<file path="src/rtl/oam_dma_ctrl_if.sv">
// Bus bundle for the sprite DMA sequencer: CPU-side trigger inputs, bus-mux
// DMA read path and the PPU OAM write port.
interface oam_dma_ctrl_if;
  logic [15:0] bus_addr;
  logic        bus_rw_n;
  logic [7:0]  bus_din;
  logic [7:0]  dma_rdata;
  logic [7:0]  oam_base;
  logic        dma_hijack;
  logic [15:0] dma_addr;
  logic        oam_we;
  logic [7:0]  oam_addr;
  logic [7:0]  oam_wdata;
  logic        dma_done;

  // The DMA controller owns the bus while hijacking.
  modport master (
    input  bus_addr, bus_rw_n, bus_din, dma_rdata, oam_base,
    output dma_hijack, dma_addr, oam_we, oam_addr, oam_wdata, dma_done
  );

  modport slave (
    output bus_addr, bus_rw_n, bus_din, dma_rdata, oam_base,
    input  dma_hijack, dma_addr, oam_we, oam_addr, oam_wdata, dma_done
  );
endinterface

</file>
<file path="src/rtl/oam_dma_ctrl.sv">
// Sprite DMA sequencer: a CPU write to TRIGGER_ADDR stalls the CPU and copies one
// page into PPU OAM. Define OAM_DMA_ALIGN_EN for the parity-driven ALIGN cycle.
module oam_dma_ctrl #(
  parameter logic [15:0] TRIGGER_ADDR = 16'h4014,
  parameter int          XFER_LEN     = 256
) (
  input  logic           cpu_clk,
  input  logic           reset,
  oam_dma_ctrl_if.master bus
);

  localparam logic [7:0] LAST_IDX = 8'(XFER_LEN - 1);

`ifdef OAM_DMA_ALIGN_EN
  typedef enum logic [2:0] {
    ST_IDLE  = 3'd0,
    ST_HALT  = 3'd1,
    ST_ALIGN = 3'd2,
    ST_READ  = 3'd3,
    ST_WRITE = 3'd4
  } state_t;
`else
  typedef enum logic [2:0] {
    ST_IDLE  = 3'd0,
    ST_HALT  = 3'd1,
    ST_READ  = 3'd3,
    ST_WRITE = 3'd4
  } state_t;
`endif

  state_t      r_state;
  state_t      w_next_state;
  logic [7:0]  r_page;
  logic [7:0]  r_idx;
  logic [7:0]  w_idx_next;
  logic [7:0]  r_data_q;
  logic [15:0] r_dma_addr;
  logic        r_hijack;
  logic        r_done;
  logic        w_trigger;
  logic        w_last;
  logic        w_load_page;
  logic        w_in_write;

  assign w_trigger   = (bus.bus_addr == TRIGGER_ADDR) && !bus.bus_rw_n;
  assign w_last      = (r_idx == LAST_IDX);
  assign w_in_write  = (r_state == ST_WRITE);
  assign w_load_page = (r_state == ST_IDLE) && w_trigger;

`ifdef OAM_DMA_ALIGN_EN
  logic r_parity;

  // Free-running CPU cycle parity.
  always_ff @(posedge cpu_clk or posedge reset) begin
    if (reset) begin
      r_parity <= 1'b0;
    end else begin
      r_parity <= ~r_parity;
    end
  end
`endif

  // Next-state and transfer index.
  always_comb begin
    w_next_state = r_state;
    w_idx_next   = r_idx;
    case (r_state)
      ST_IDLE: begin
        if (w_trigger) begin
          w_next_state = ST_HALT;
          w_idx_next   = 8'd0;
        end else begin
          w_next_state = ST_IDLE;
        end
      end
      ST_HALT: begin
`ifdef OAM_DMA_ALIGN_EN
        if (r_parity) begin
          w_next_state = ST_ALIGN;
        end else begin
          w_next_state = ST_READ;
        end
`else
        w_next_state = ST_READ;
`endif
      end
`ifdef OAM_DMA_ALIGN_EN
      ST_ALIGN: w_next_state = ST_READ;
`endif
      ST_READ:  w_next_state = ST_WRITE;
      ST_WRITE: begin
        if (w_last) begin
          w_next_state = ST_IDLE;
        end else begin
          w_next_state = ST_READ;
          w_idx_next   = r_idx + 8'd1;
        end
      end
      default: begin
        w_next_state = ST_IDLE;
        w_idx_next   = 8'd0;
      end
    endcase
  end

  // Sequencer state, latched page/data and registered bus outputs.
  always_ff @(posedge cpu_clk or posedge reset) begin
    if (reset) begin
      r_state    <= ST_IDLE;
      r_page     <= 8'h00;
      r_idx      <= 8'h00;
      r_data_q   <= 8'h00;
      r_dma_addr <= 16'h0000;
      r_hijack   <= 1'b0;
      r_done     <= 1'b0;
    end else begin
      r_state  <= w_next_state;
      r_idx    <= w_idx_next;
      r_hijack <= (w_next_state != ST_IDLE);
      r_done   <= w_in_write && w_last;
      if (w_load_page) begin
        r_page <= bus.bus_din;
      end
      if (r_state == ST_READ) begin
        r_data_q <= bus.dma_rdata;
      end
      // Address is set up at the edge entering READ and held through WRITE.
      if (w_next_state == ST_READ) begin
        r_dma_addr <= {r_page, w_idx_next};
      end else if (w_next_state == ST_WRITE) begin
        r_dma_addr <= r_dma_addr;
      end else begin
        r_dma_addr <= 16'h0000;
      end
    end
  end

  assign bus.dma_hijack = r_hijack;
  assign bus.dma_addr   = r_dma_addr;
  assign bus.dma_done   = r_done;
  assign bus.oam_we     = w_in_write;
  assign bus.oam_addr   = w_in_write ? (bus.oam_base + r_idx) : 8'h00;
  assign bus.oam_wdata  = w_in_write ? r_data_q : 8'h00;

endmodule

</file>
<file path="src/flat_wrapper.sv">
// flat-port wrapper written by rule: the top's interface ports become plain ports
module oam_dma_ctrl_flat 
#(
  parameter logic [15:0] TRIGGER_ADDR = 16'h4014,
  parameter int          XFER_LEN     = 256
)
  (cpu_clk, reset, bus_bus_addr, bus_bus_rw_n, bus_bus_din, bus_dma_rdata, bus_oam_base, bus_dma_hijack, bus_dma_addr, bus_oam_we, bus_oam_addr, bus_oam_wdata, bus_dma_done);
  oam_dma_ctrl_if bus_i ();
  input  logic cpu_clk;
  input  logic reset;
  input wire logic [$bits(bus_i.bus_addr)-1:0] bus_bus_addr;
  input wire logic [$bits(bus_i.bus_rw_n)-1:0] bus_bus_rw_n;
  input wire logic [$bits(bus_i.bus_din)-1:0] bus_bus_din;
  input wire logic [$bits(bus_i.dma_rdata)-1:0] bus_dma_rdata;
  input wire logic [$bits(bus_i.oam_base)-1:0] bus_oam_base;
  output wire logic [$bits(bus_i.dma_hijack)-1:0] bus_dma_hijack;
  output wire logic [$bits(bus_i.dma_addr)-1:0] bus_dma_addr;
  output wire logic [$bits(bus_i.oam_we)-1:0] bus_oam_we;
  output wire logic [$bits(bus_i.oam_addr)-1:0] bus_oam_addr;
  output wire logic [$bits(bus_i.oam_wdata)-1:0] bus_oam_wdata;
  output wire logic [$bits(bus_i.dma_done)-1:0] bus_dma_done;
  assign bus_i.bus_addr = bus_bus_addr;
  assign bus_i.bus_rw_n = bus_bus_rw_n;
  assign bus_i.bus_din = bus_bus_din;
  assign bus_i.dma_rdata = bus_dma_rdata;
  assign bus_i.oam_base = bus_oam_base;
  assign bus_dma_hijack = bus_i.dma_hijack;
  assign bus_dma_addr = bus_i.dma_addr;
  assign bus_oam_we = bus_i.oam_we;
  assign bus_oam_addr = bus_i.oam_addr;
  assign bus_oam_wdata = bus_i.oam_wdata;
  assign bus_dma_done = bus_i.dma_done;
  oam_dma_ctrl #(.TRIGGER_ADDR(TRIGGER_ADDR), .XFER_LEN(XFER_LEN)) u_core (.cpu_clk(cpu_clk), .reset(reset), .bus(bus_i));
endmodule
</file>
<file path="config.mk">
export PLATFORM = sky130hd
export DESIGN_NAME = oam_dma_ctrl_flat
export DESIGN_NICKNAME = d
export VERILOG_FILES = /design/src/rtl/oam_dma_ctrl_if.sv /design/src/rtl/oam_dma_ctrl.sv /design/src/flat_wrapper.sv
export SDC_FILE = /design/constraint.sdc
export NUM_CORES = 1
export LEC_CHECK = 0
export BUFFER_PORTS_ARGS = -buffer_cell sky130_fd_sc_hd__buf_4
export CAP_MARGIN = 20
export CORE_ASPECT_RATIO = 2
export CORE_MARGIN = 2
export CORE_UTILIZATION = 47
export CTS_CLUSTER_SIZE = 16
export DETAILED_ROUTE_END_ITERATION = 6
export PLACE_DENSITY = 0.84
export SYNTH_ARGS = -nofsm -noshare
export SYNTH_HDL_FRONTEND = slang
export SYNTH_SLANG_ARGS = --single-unit
</file>
<file path="constraint.sdc">
create_clock -name cpu_clk -period 2.76 [get_ports cpu_clk]
set_clock_uncertainty 0.2 [all_clocks]
set_input_delay 0.276 -clock cpu_clk [delete_from_list [all_inputs] [get_ports cpu_clk]]
set_output_delay 0.276 -clock cpu_clk [all_outputs]
set_load 0.02 [all_outputs]
</file>
**Word level (Yosys, flattened, before mapping)**

Cells that the tools add are included.

- Word-level logic and storage cells: 34
- Register bits: 45
- Output and inout bits: 35

- Reductions and logical operators: 7
- $add $sub $neg: 2
- Muxes and demuxes: 10
- Equal/unequal tests: 8

Operators with widths:

| kind | count |
|---|---|
| two-way mux 16 bit | 2 |
| two-way mux 8 bit | 4 |
| case mux 8 bit (3 select lines) | 1 |
| equality test 16 x 15 -> 1 bit, second input constant | 1 |
| case mux 3 bit (4 select lines) | 1 |
| adder 8 x 1 -> 8 bit, second input constant | 1 |
| adder 8 bit | 1 |
| equality test 8 bit, second input constant | 1 |
| equality test 3 x 2 -> 1 bit, second input constant | 2 |
| equality test 3 bit, second input constant | 2 |
| equality test 3 x 1 -> 1 bit, second input constant | 1 |
| logical AND 1 bit | 3 |
| zero test 3 bit | 1 |
| nonzero test 3 bit | 1 |
| two-way mux 2 bit | 1 |
| != test 2 x 1 -> 1 bit, second input constant | 1 |
| OR reduction 2 bit | 1 |
| zero test 1 bit | 1 |
| two-way mux 1 bit | 1 |

**Longest topological paths before layout**

Gate-level depths: netlist (run 1).

- Depth in word-level cells: 7
- Depth in mapped cells: 7
- Depth with buffers taken out: 7

**Least setup slack after synthesis (run 1)**

OpenSTA, ideal clock, no wires.

- Path kind: register to output
- Start: register u_core.r_idx[0]
- End: output port bus_oam_addr[4]
- Stages on the path, launching flop included: 8
- Data required time: 2284 ps
- Path slack: 465 ps
- Data arrival time: 1819 ps
- Buffers on the path: 0
- Cells stage by stage: dfrtp_1 > ha_1 > inv_1 > fa_1 > nor2b_1 > o21a_1 > nor3_1 > nor3_1

- Cells in the longest elaborated chain, start to end: 2

RTL lines:

| item | RTL line | source |
|---|---|---|
| start: declaration | oam_dma_ctrl.sv:34 | `logic [7:0] r_idx;` |
| start signal: assignment | oam_dma_ctrl.sv:118 | `r_idx <= w_idx_next;` |
| adder 8 bit | oam_dma_ctrl.sv:142 | `assign bus.oam_addr = w_in_write ? (bus.oam_base + r_idx) : 8'h00;` |
| two-way mux 8 bit | oam_dma_ctrl.sv:142 |  |
| end: declaration | flat_wrapper.sv:19 | `output wire logic [$bits(bus_i.oam_addr)-1:0] bus_oam_addr;` |

No other way between the ends.

**Worst setup path in the final report (run 1)**

- Start: register u_core.r_idx[1]
- End: output port bus_oam_addr[7]

Same word-level chain as after synthesis.

==> reports/qor.csv, run 1 <==
metric,value,unit
run_status,"complete, no violations",
drc,0,
ant_nets,0,
routed_wl,6.70,mm
setup_viol,0,
io_pins,78,
final_nets,388,
cp-start-kind,flip-flop,
finalCritPeriodShare,0.946,
drt_first_pass_iters,4,
synthArstFlopShare,1.00,
sw_frac_of_total,0.240,
cts-htree-levels,2,
worstHoldPathType,in -> reg,
setup-tns-final,0,ns
max_freq,383,MHz
gp_congestion,0.923,
synth-edff-count,0,
slew_violations,0,
powerDensity,400,mW/mm^2
end_kind,primary output,
clockPowerShare,0.386,
synth_commonest_cells,"45 x dfrtp_1, 16 x mux2_2, 15 x a21oi_1",
die_area,0.00601,mm^2
synthFlopType,dfrtp_1,
yosys_warnings,0,
area_delta_synth_final,36.6,%
worstPathArrival,2.13,ns
avgSynthCellArea,10.5,um^2
wl_per_cell,17.0,um
cp.required,2.28,ns
maxCapViolCount,0,
synth.most_common_cell,dfrtp_1,
fill_cells,430,
netlist_instances,240,
r2r_slack,0.42,ns
start_util,0.487,
tightest_slew,0.948,ns
antenna_cells,0,
crit_path_max_incr_delay,0.46,ns
p_comb_frac,0.128,
yosysTopAreaCellShare,0.446,
core,0.00518,mm^2
synth_nets,292,
ys_ff_latch,45,
grt_usage,0.236,
antenna_found_initial,0,
place_hpwl,4.68,mm
num_rows,37,
synth.largest_area_cell,dfrtp_1,
syn_area,0.00252,mm^2
grt_pass1_wl,11.1,mm
p_sw,332,uW
via_count,2242,
internal_power,1050,uW
drt_iter0_drc,40,
vdd_drop_max,473,uV
die_x,55.8,um
fin_util,0.665,
cts_buffers,5,
grt_pass1_vias,2375,
tritoncts,yes,
reg2regPathDepth,6,
clk_pin_slew_worst_paths,0.08,ns
cts_buffer_depth,2,
clk_latency,0.31,ns
synth_cell_types,59,
drive_above_1_share,0.356,
path_max_fanout,7,
cts_sinks,45,
cp_cell_sequence,ha_1 -> a21oi_1 -> o211ai_1 -> o22ai_1 -> mux2i_1 -> buf_4,
period_needed,2.61,ns
slowest_stage,dfrtp_1,
port_buffers,77,
power_leakage,0.00176,uW
worst-setup-path-type,reg -> out,
finalHoldViolCount,0,
grt_max_degree,27,
synth_area_leaders,"dfrtp_1 45%, mux2_2 7.1%, ha_1 4.0%, a22o_1 3.5%, and2_1 3.2%",
slew_headroom,0.364,
cts_root_buf,clkbuf_8,
die_h,108,um
p_seq_frac,0.486,
rsz0062_at_grt,no,
vias_per_cell,5.68,
worst_hold_path.num_cells,2,
ys_seq_area_frac,0.446,
gr-total-overflow,0,
==> routing by layer <==
layer  part of all wire  GRT usage  wire [um]
met1               0.36      0.265       2430
met2               0.57      0.432       3840
met3              0.035     0.0288        234
met4              0.030      0.121        201
met5                  0          0          0
==> metrics by stage <==
step	area [um^2]	std cells	hold slack, ns	worst slack (ns)	power [uW]
final	3450	395	0.00487	0.150	1380
after floorplan	2520	240	0.228	0.465	771
after CTS	3430	394	0.000345	0.0537	1390
after global placement	3160	371	0.203	0.494	835
after detailed placement	3160	371	0.204	0.411	840
after global routing	3450	395	0.000788	0.00361	1430
==> power groups by stage <==
stage | Sequential (uW) | Clock (uW) | Combinational, uW
final | 671 | 533 | 176
after floorplan | 681 | 0 | 90.1
after CTS | 672 | 540 | 174
after global routing | 672 | 562 | 196
after detailed placement | 685 | 0 | 156
after global placement | 685 | 0 | 150
==> critical path: cells and delay by family, from the launching register on <==
family                     cells  cell delay, ns
DFF                            1            0.46
AOI/OAI and AO/OA              3            0.64
muxes                          1            0.24
buffers and inverters          1            0.17
adders and majority gates      1            0.30
==> cell type report <==
| cell class | instances | area (um^2) | area share |
|---|---|---|---|
| multi-input cells | 174 | 1300 | 0.378 |
| clock buffers | 6 | 82.6 | 0.0239 |
| inverters | 10 | 37.5 | 0.0109 |
| flip-flops and latches | 45 | 1130 | 0.327 |
| repair buffers | 100 | 788 | 0.229 |
| clock inverters | 2 | 37.5 | 0.0109 |
| well taps | 58 | 72.6 | 0.0210 |
==> worst paths after layout <==
check	startpoint	endpoint
worst max-delay path	u_core.r_idx[1]$_DFF_PP0_	bus_oam_addr[7]
worst min-delay path	bus_bus_din[0]	u_core.r_page[0]$_DFFE_PP0P_
worst max register to register	u_core.r_idx[0]$_DFF_PP0_	u_core.bus.dma_addr[15]$_DFFE_PP0P_
worst min register to register	u_core.r_page[3]$_DFFE_PP0P_	u_core.bus.dma_addr[11]$_DFFE_PP0P_
max in group asynchronous	reset	u_core.r_idx[0]$_DFF_PP0_
min in group asynchronous	reset	u_core.r_data_q[7]$_DFFE_PP0P_
==> kinds of logic (layout without fill, tap and decap cells) <==
kind of cell               after synthesis  in the layout  share of synthesized area
muxes                                   19             19                     0.0833
AOI/OAI and AO/OA                       67             67                      0.193
buffers and inverters                   21            118                     0.0401
adders and majority gates                9              9                     0.0476
and+or+nand+nor                         77             77                      0.183
DFF                                     45             45                      0.446
xor gates and xnor gates                 2              2                    0.00694
==> placed cells by master (no fill, tap or decap), types with 8 or more instances in the layout <==
master,count
buf_4,85
ha_1,8
a21oi_1,15
mux2_2,16
dfrtp_1,44
and2_1,13
dlygate4sd3_1,15
nand2_1,14
inv_1,9
a22o_1,10
==> flip-flops by register name, summed over array words and instances, names as in the netlist <==
register	cells
u_core.r_data_q	8
u_core.r_idx	8
u_core.r_state	3
u_core.r_page	8
u_core.bus.dma_done	1
u_core.bus.dma_addr	16
u_core.bus.dma_hijack	1
==> timing repair <==
action,CTS,global route
hold endpoints to repair,39,0
setup buffers,0,1
hold buffers,15,0
resized for setup,0,3
setup endpoints to repair,0,3
(Power assumes the default switching activity.)
==> run 2, diff against run 1 <==
Settings changed: CORE_UTILIZATION 47 to 35, PLACE_DENSITY 0.84 to 0.54.
==> run 2 against run 1 <==
Sequential cell count is the same. Sequential power is essentially flat. Design area down 0.98%. Utilization decreased by 17 points. Setup slack improved by 0.0073 ns. Power is 10% higher. Largest cell class unchanged. Highest routed layer unchanged. Combinational power down 9%.
==> reports/qor.csv, run 2 (same netlist as run 1, synthesis figures left out) <==
metric,value,unit,change
run_status,"complete, no violations",,unchanged
power_leakage,0.00173,uW,was 0.00176 uW
die_area,0.00795,mm^2,was 0.00601 mm^2
setup-tns-final,0,ns,unchanged
clk_latency,0.29,ns,was 0.31 ns
worstPathArrival,2.13,ns,about the same
gr-total-overflow,0,,unchanged
antenna_cells,0,,unchanged
fin_util,0.492,,was 0.665
cts_root_buf,clkbuf_16,,was clkbuf_8
routed_wl,6.41,mm,was 6.70 mm
finalCritPeriodShare,0.943,,was 0.946
path_max_fanout,8,,was 7
die_x,64.1,um,was 55.8 um
powerDensity,445,mW/mm^2,was 400 mW/mm^2
final_nets,375,,was 388
start_util,0.364,,was 0.487
cts-htree-levels,2,,unchanged
vdd_drop_max,455,uV,was 473 uV
slowest_stage,dfrtp_2,,was dfrtp_1
grt_pass1_vias,2179,,"was 2,375"
drt_first_pass_iters,4,,unchanged
cts_buffers,5,,unchanged
maxCapViolCount,0,,unchanged
max_freq,384,MHz,was 383 MHz
cts_sinks,45,,unchanged
place_hpwl,4.83,mm,was 4.68 mm
clk_pin_slew_worst_paths,0.07,ns,was 0.08 ns
vias_per_cell,5.17,,was 5.68
io_pins,78,,unchanged
critPathTopFamily,adder cells,,was compound AO/OA/AOI/OAI gates
die_h,124,um,was 108 um
largest_reg_flops,16,,unchanged
period_needed,2.60,ns,was 2.61 ns
wl_per_cell,15.5,um,was 17.0 um
drt_iter0_drc,78,,was 40
via_count,2139,,"was 2,242"
fin_area,0.00341,mm^2,was 0.00345 mm^2
crit_path_max_incr_delay,0.44,ns,was 0.46 ns
num_rows,43,,was 37
cpMostUsedCell,o21a_1,,
cts_buffer_depth,2,,unchanged
core,0.00694,mm^2,was 0.00518 mm^2
cp_cell_sequence,ha_1 -> inv_1 -> fa_1 -> nor2b_1 -> o21a_1 -> o21a_1 -> o211ai_2 -> buf_4,,was ha_1 -> a21oi_1 -> o211ai_1 -> o22ai_1 -> mux2i_1 -> buf_4
grt_usage,0.169,,was 0.236
area_delta_synth_final,35.2,%,was 36.6%
cp.required,2.28,ns,about the same
drc,0,,unchanged
slew_violations,0,,unchanged
cp-start-kind,flip-flop,,unchanged
path_buf_inv,2,,was 1
place_area,0.00321,mm^2,was 0.00316 mm^2
setup_viol,0,,unchanged
tritoncts,yes,,unchanged
port_buffers,77,,unchanged
grt_max_degree,46,,was 27
gp_congestion,0.761,,was 0.923
final_common_cell,buf_4,,unchanged
slew_headroom,0.469,,was 0.364
worstHoldPathType,in -> reg,,unchanged
antenna_found_initial,0,,unchanged
ant_nets,0,,unchanged
tightest_slew,0.775,ns,was 0.948 ns
worst-setup-path-type,reg -> out,,unchanged
finalHoldViolCount,0,,unchanged
end_kind,primary output,,unchanged
drive_above_1_share,0.370,,was 0.356
rsz0062_at_grt,no,,unchanged
grt_pass1_wl,10.5,mm,was 11.1 mm
final_cell_mix,"85 x buf_4, 44 x dfrtp_1, 16 x mux2_2",,unchanged
==> run 2: timing repair <==
action,CTS,global route
endpoints found under the setup margin,0,2
buffers inserted,0,0
hold buffers,0,1
endpoints found under the hold margin,0,45
gates resized for setup,0,1
==> run 2: final timing paths <==
kind                                              startpoint                             endpoint  slack, ns  cells past startpoint
worst max-delay path               u_core.r_idx[0]$_DFF_PP0_                      bus_oam_addr[6]       0.16                      8
worst min-delay path                          bus_bus_din[0]         u_core.r_page[0]$_DFFE_PP0P_       0.01                      2
worst max register to register   u_core.r_state[1]$_DFF_PP0_   u_core.bus.dma_addr[2]$_DFFE_PP0P_       0.53                      6
worst min register to register  u_core.r_page[4]$_DFFE_PP0P_  u_core.bus.dma_addr[12]$_DFFE_PP0P_       0.29                      1
max in group asynchronous                              reset            u_core.r_idx[0]$_DFF_PP0_       1.70                      4
min in group asynchronous                              reset         u_core.r_page[3]$_DFFE_PP0P_       0.21                      3
==> run 2: power breakdown <==
part	internal, uW	switching [uW]
registers	664	8.68
logic	79.7	80.1
clock network	428	259
total	1170	348
==> run 2: per-layer routing <==
metal	GRT usage	wire (um)	vias up
met5	0	0	-
met4	0.0639	100	0
met3	0.0325	229	5
met2	0.311	3550	38
met1	0.189	2530	1036
li1	-	-	1060
==> run 2: per-stage QoR <==
stage	instances	total power, uW	setup WS [ns]	hold slack, ns
CTS	412	1530	0.0865	0.0102
global placement	404	839	0.448	0.272
floorplan	240	771	0.465	0.228
global route	414	1580	0.0118	0.0110
detailed placement	404	841	0.408	0.278
finish	414	1520	0.158	0.0136
==> run 2: layout make-up <==
cell class | count | area (um^2)
clock buffers | 5 | 125
clock inverters | 3 | 46.3
fillers | 662 | 3530
inverters | 10 | 37.5
multi-input cells | 174 | 1300
flip-flops and latches | 45 | 1130
well taps | 90 | 113
repair buffers | 87 | 668
==> run 3, diff against run 2 <==
Settings changed: HOLD_SLACK_MARGIN from default to 0.05, PLACE_DENSITY 0.54 to 0.56.
Clock period 2.76 ns to 2.2 ns, I/O delays scaled along.
==> run 3 against run 2 <==
The run now ends with setup timing left. Setup slack got worse by 0.34 ns. Sequential cell count did not move. Sequential share of layout area fell by 3.9 points. Largest power group unchanged. Design area rose by 13%. Clock power rose by 23%.
==> reports/qor.csv, run 3 (same netlist as run 1, synthesis figures left out) <==
metric,value,unit,change
grt_usage,0.182,,was 0.169
gr-total-overflow,0,,unchanged
grt_max_degree,32,,was 46
place_hpwl,5.10,mm,was 4.83 mm
vias_per_cell,5.11,,was 5.17
cts-htree-levels,2,,unchanged
setup_slack,-0.186,ns,was 0.158 ns
worstPathArrival,1.97,ns,was 2.13 ns
max_freq,419,MHz,
path_buf_inv,1,,was 2
holdWs,0.256,ns,was 0.0136 ns
ant_nets,0,,unchanged
fin_area,0.00387,mm^2,was 0.00341 mm^2
core,0.00694,mm^2,unchanged
setup_viol,4,,was 0
p_seq_frac,0.428,,was 0.442
place_area,0.00343,mm^2,was 0.00321 mm^2
antenna_cells,0,,unchanged
instances_no_fill,458,,was 414
die_x,64.1,um,unchanged
slowest_stage,or4b_1,,was dfrtp_2
io_pins,78,,unchanged
end_kind,primary output,,unchanged
path_depth,4,,was 8
power_leakage,0.00194,uW,was 0.00173 uW
final_nets,420,,was 375
area_delta_synth_final,53.3,%,was 35.2%
cts_sinks,45,,unchanged
clockPowerShare,0.430,,was 0.452
multi_input_comb_area,0.00135,mm^2,was 0.00130 mm^2
crit_path_max_incr_delay,0.52,ns,was 0.44 ns
gp_congestion,0.869,,was 0.761
drt_first_pass_iters,4,,unchanged
port_buffers,77,,unchanged
setup-tns-final,-0.597,ns,was 0 ns
violations,setup timing,,
die_h,124,um,unchanged
ff_latch_area,0.00113,mm^2,unchanged
final_cell_mix,"109 x buf_4, 44 x dfrtp_1, 17 x dlygate4sd3_1",,"was 85 x buf_4, 44 x dfrtp_1, 16 x mux2_2"
period_needed,2.39,ns,
internal_power,1520,uW,was 1170 uW
tritoncts,yes,,unchanged
drc,0,,unchanged
path_max_fanout,5,,was 8
run_status,finished with violations,,"was complete, no violations"
sw_frac_of_total,0.227,,was 0.229
die_area,0.00795,mm^2,unchanged
slew_headroom,0.565,,was 0.469
maxCapViolCount,0,,unchanged
via_count,2342,,"was 2,139"
rsz0062_at_grt,yes,,was no
slew_violations,0,,unchanged
placedCellCount,427,,was 404
clk_pin_slew_worst_paths,0.06,ns,was 0.07 ns
cts_buffers,5,,unchanged
tightest_slew,0.652,ns,was 0.775 ns
finalCritPeriodShare,1.08,,
finalHoldViolCount,0,,unchanged
powerDensity,506,mW/mm^2,was 445 mW/mm^2
worst-setup-path-type,reg -> out,,unchanged
worstHoldPathType,in -> reg,,unchanged
grt_pass1_wl,11.4,mm,was 10.5 mm
largest_reg_flops,16,,unchanged
fill_cells,624,,was 662
fin_util,0.558,,was 0.492
cp.required,1.78,ns,was 2.28 ns
final_common_cell,buf_4,,unchanged
p_comb_frac,0.142,,was 0.105
cts_buffer_depth,2,,unchanged
routed_wl,6.86,mm,was 6.41 mm
reg2regPathDepth,7,,was 6
num_rows,43,,unchanged
drive_above_1_share,0.432,,was 0.370
cp-start-kind,flip-flop,,unchanged
grt_pass1_vias,2458,,"was 2,179"
vdd_drop_max,578,uV,was 455 uV
start_util,0.364,,unchanged
cts_root_buf,clkbuf_16,,unchanged
antenna_found_initial,0,,unchanged
cp_cell_sequence,or3b_4 -> or4b_1 -> o211ai_2 -> buf_6,,was ha_1 -> inv_1 -> fa_1 -> nor2b_1 -> o21a_1 -> o21a_1 -> o211ai_2 -> buf_4
worst_hold_path.num_cells,4,,was 2
critPathTopFamily,simple AND/OR/NAND/NOR gates,,was adder cells
p_sw,444,uW,was 348 uW
clk_latency,0.29,ns,about the same
drt_iter0_drc,64,,was 78
wl_per_cell,15.0,um,was 15.5 um
-- run 3: cell types whose count changed in the layout (fill, tap and decap cells not counted), sizes merged --
| cell | before | now |
|---|---|---|
| dlygate4sd3 | 1 | 17 |
| buf | 86 | 115 |
| inv | 10 | 9 |
-- run 3: worst register-to-register path, cell delays in order, from the launching register on --
cell	delay, ns
dfrtp_1	0.38
buf_4	0.16
ha_1	0.23
and4_1	0.28
buf_4	0.17
a2111oi_2	0.36
o22ai_1	0.11
a21oi_1	0.13
-- run 3: final cells by class --
| class | count | area share |
|---|---|---|
| timing repair buffer | 132 | 0.280 |
| inverter | 10 | 0.0107 |
| multi-input combinational | 174 | 0.348 |
| clock buffer | 5 | 0.0323 |
| tap | 90 | 0.0291 |
| clock inverter | 2 | 0.00905 |
| sequential | 45 | 0.291 |
-- run 3: layer usage --
layer,wire length [um],global-route usage,vias up
li1,-,-,1148
met1,2640,0.199,1115
met2,3800,0.335,63
met3,197,0.0262,16
met4,217,0.0910,0
met5,0,0,-
-- run 3: timing repair --
action | in CTS | in global routing
hold endpoints to repair | 45 | 0
hold buffers | 17 | 0
cloned | 0 | 0
pin swaps | 7 | 3
resized for setup | 13 | 2
setup endpoints to repair | 13 | 11
buffers inserted | 4 | 3
-- run 3: final timing paths --
check / start / endpoint / slack, ns
hold reg to reg: u_core.r_page[3]$_DFFE_PP0P_ / u_core.bus.dma_addr[11]$_DFFE_PP0P_ / 0.29
max in group asynchronous: reset / u_core.r_idx[4]$_DFF_PP0_ / 0.83
hold / removal: bus_bus_addr[14] / u_core.bus.dma_addr[3]$_DFFE_PP0P_ / 0.26
min in group asynchronous: reset / u_core.bus.dma_addr[12]$_DFFE_PP0P_ / 0.39
setup reg to reg: u_core.r_idx[0]$_DFF_PP0_ / u_core.bus.dma_addr[5]$_DFFE_PP0P_ / 0.10
setup / recovery: u_core.r_state[1]$_DFF_PP0_ / bus_oam_addr[6] / -0.19
-- run 3: metrics by stage --
| stage | worst slack [ns] | power (uW) |
|---|---|---|
| CTS | -0.207 | 1970 |
| finish | -0.186 | 1960 |
| global placement | 0.0640 | 1080 |
| detailed placement | 0.0433 | 1080 |
| floorplan | 0.0759 | 969 |
| global route | -0.317 | 2030 |
-- run 3: power by group through the flow --
stage          logic [uW]  clock network, uW  registers [uW]
2_1_floorplan         114                  0             855
4_1_cts               273                855             839
6_report              278                843             839
3_5_place_dp          230                  0             853
3_3_place_gp          228                  0             853
5_1_grt               307                880             839
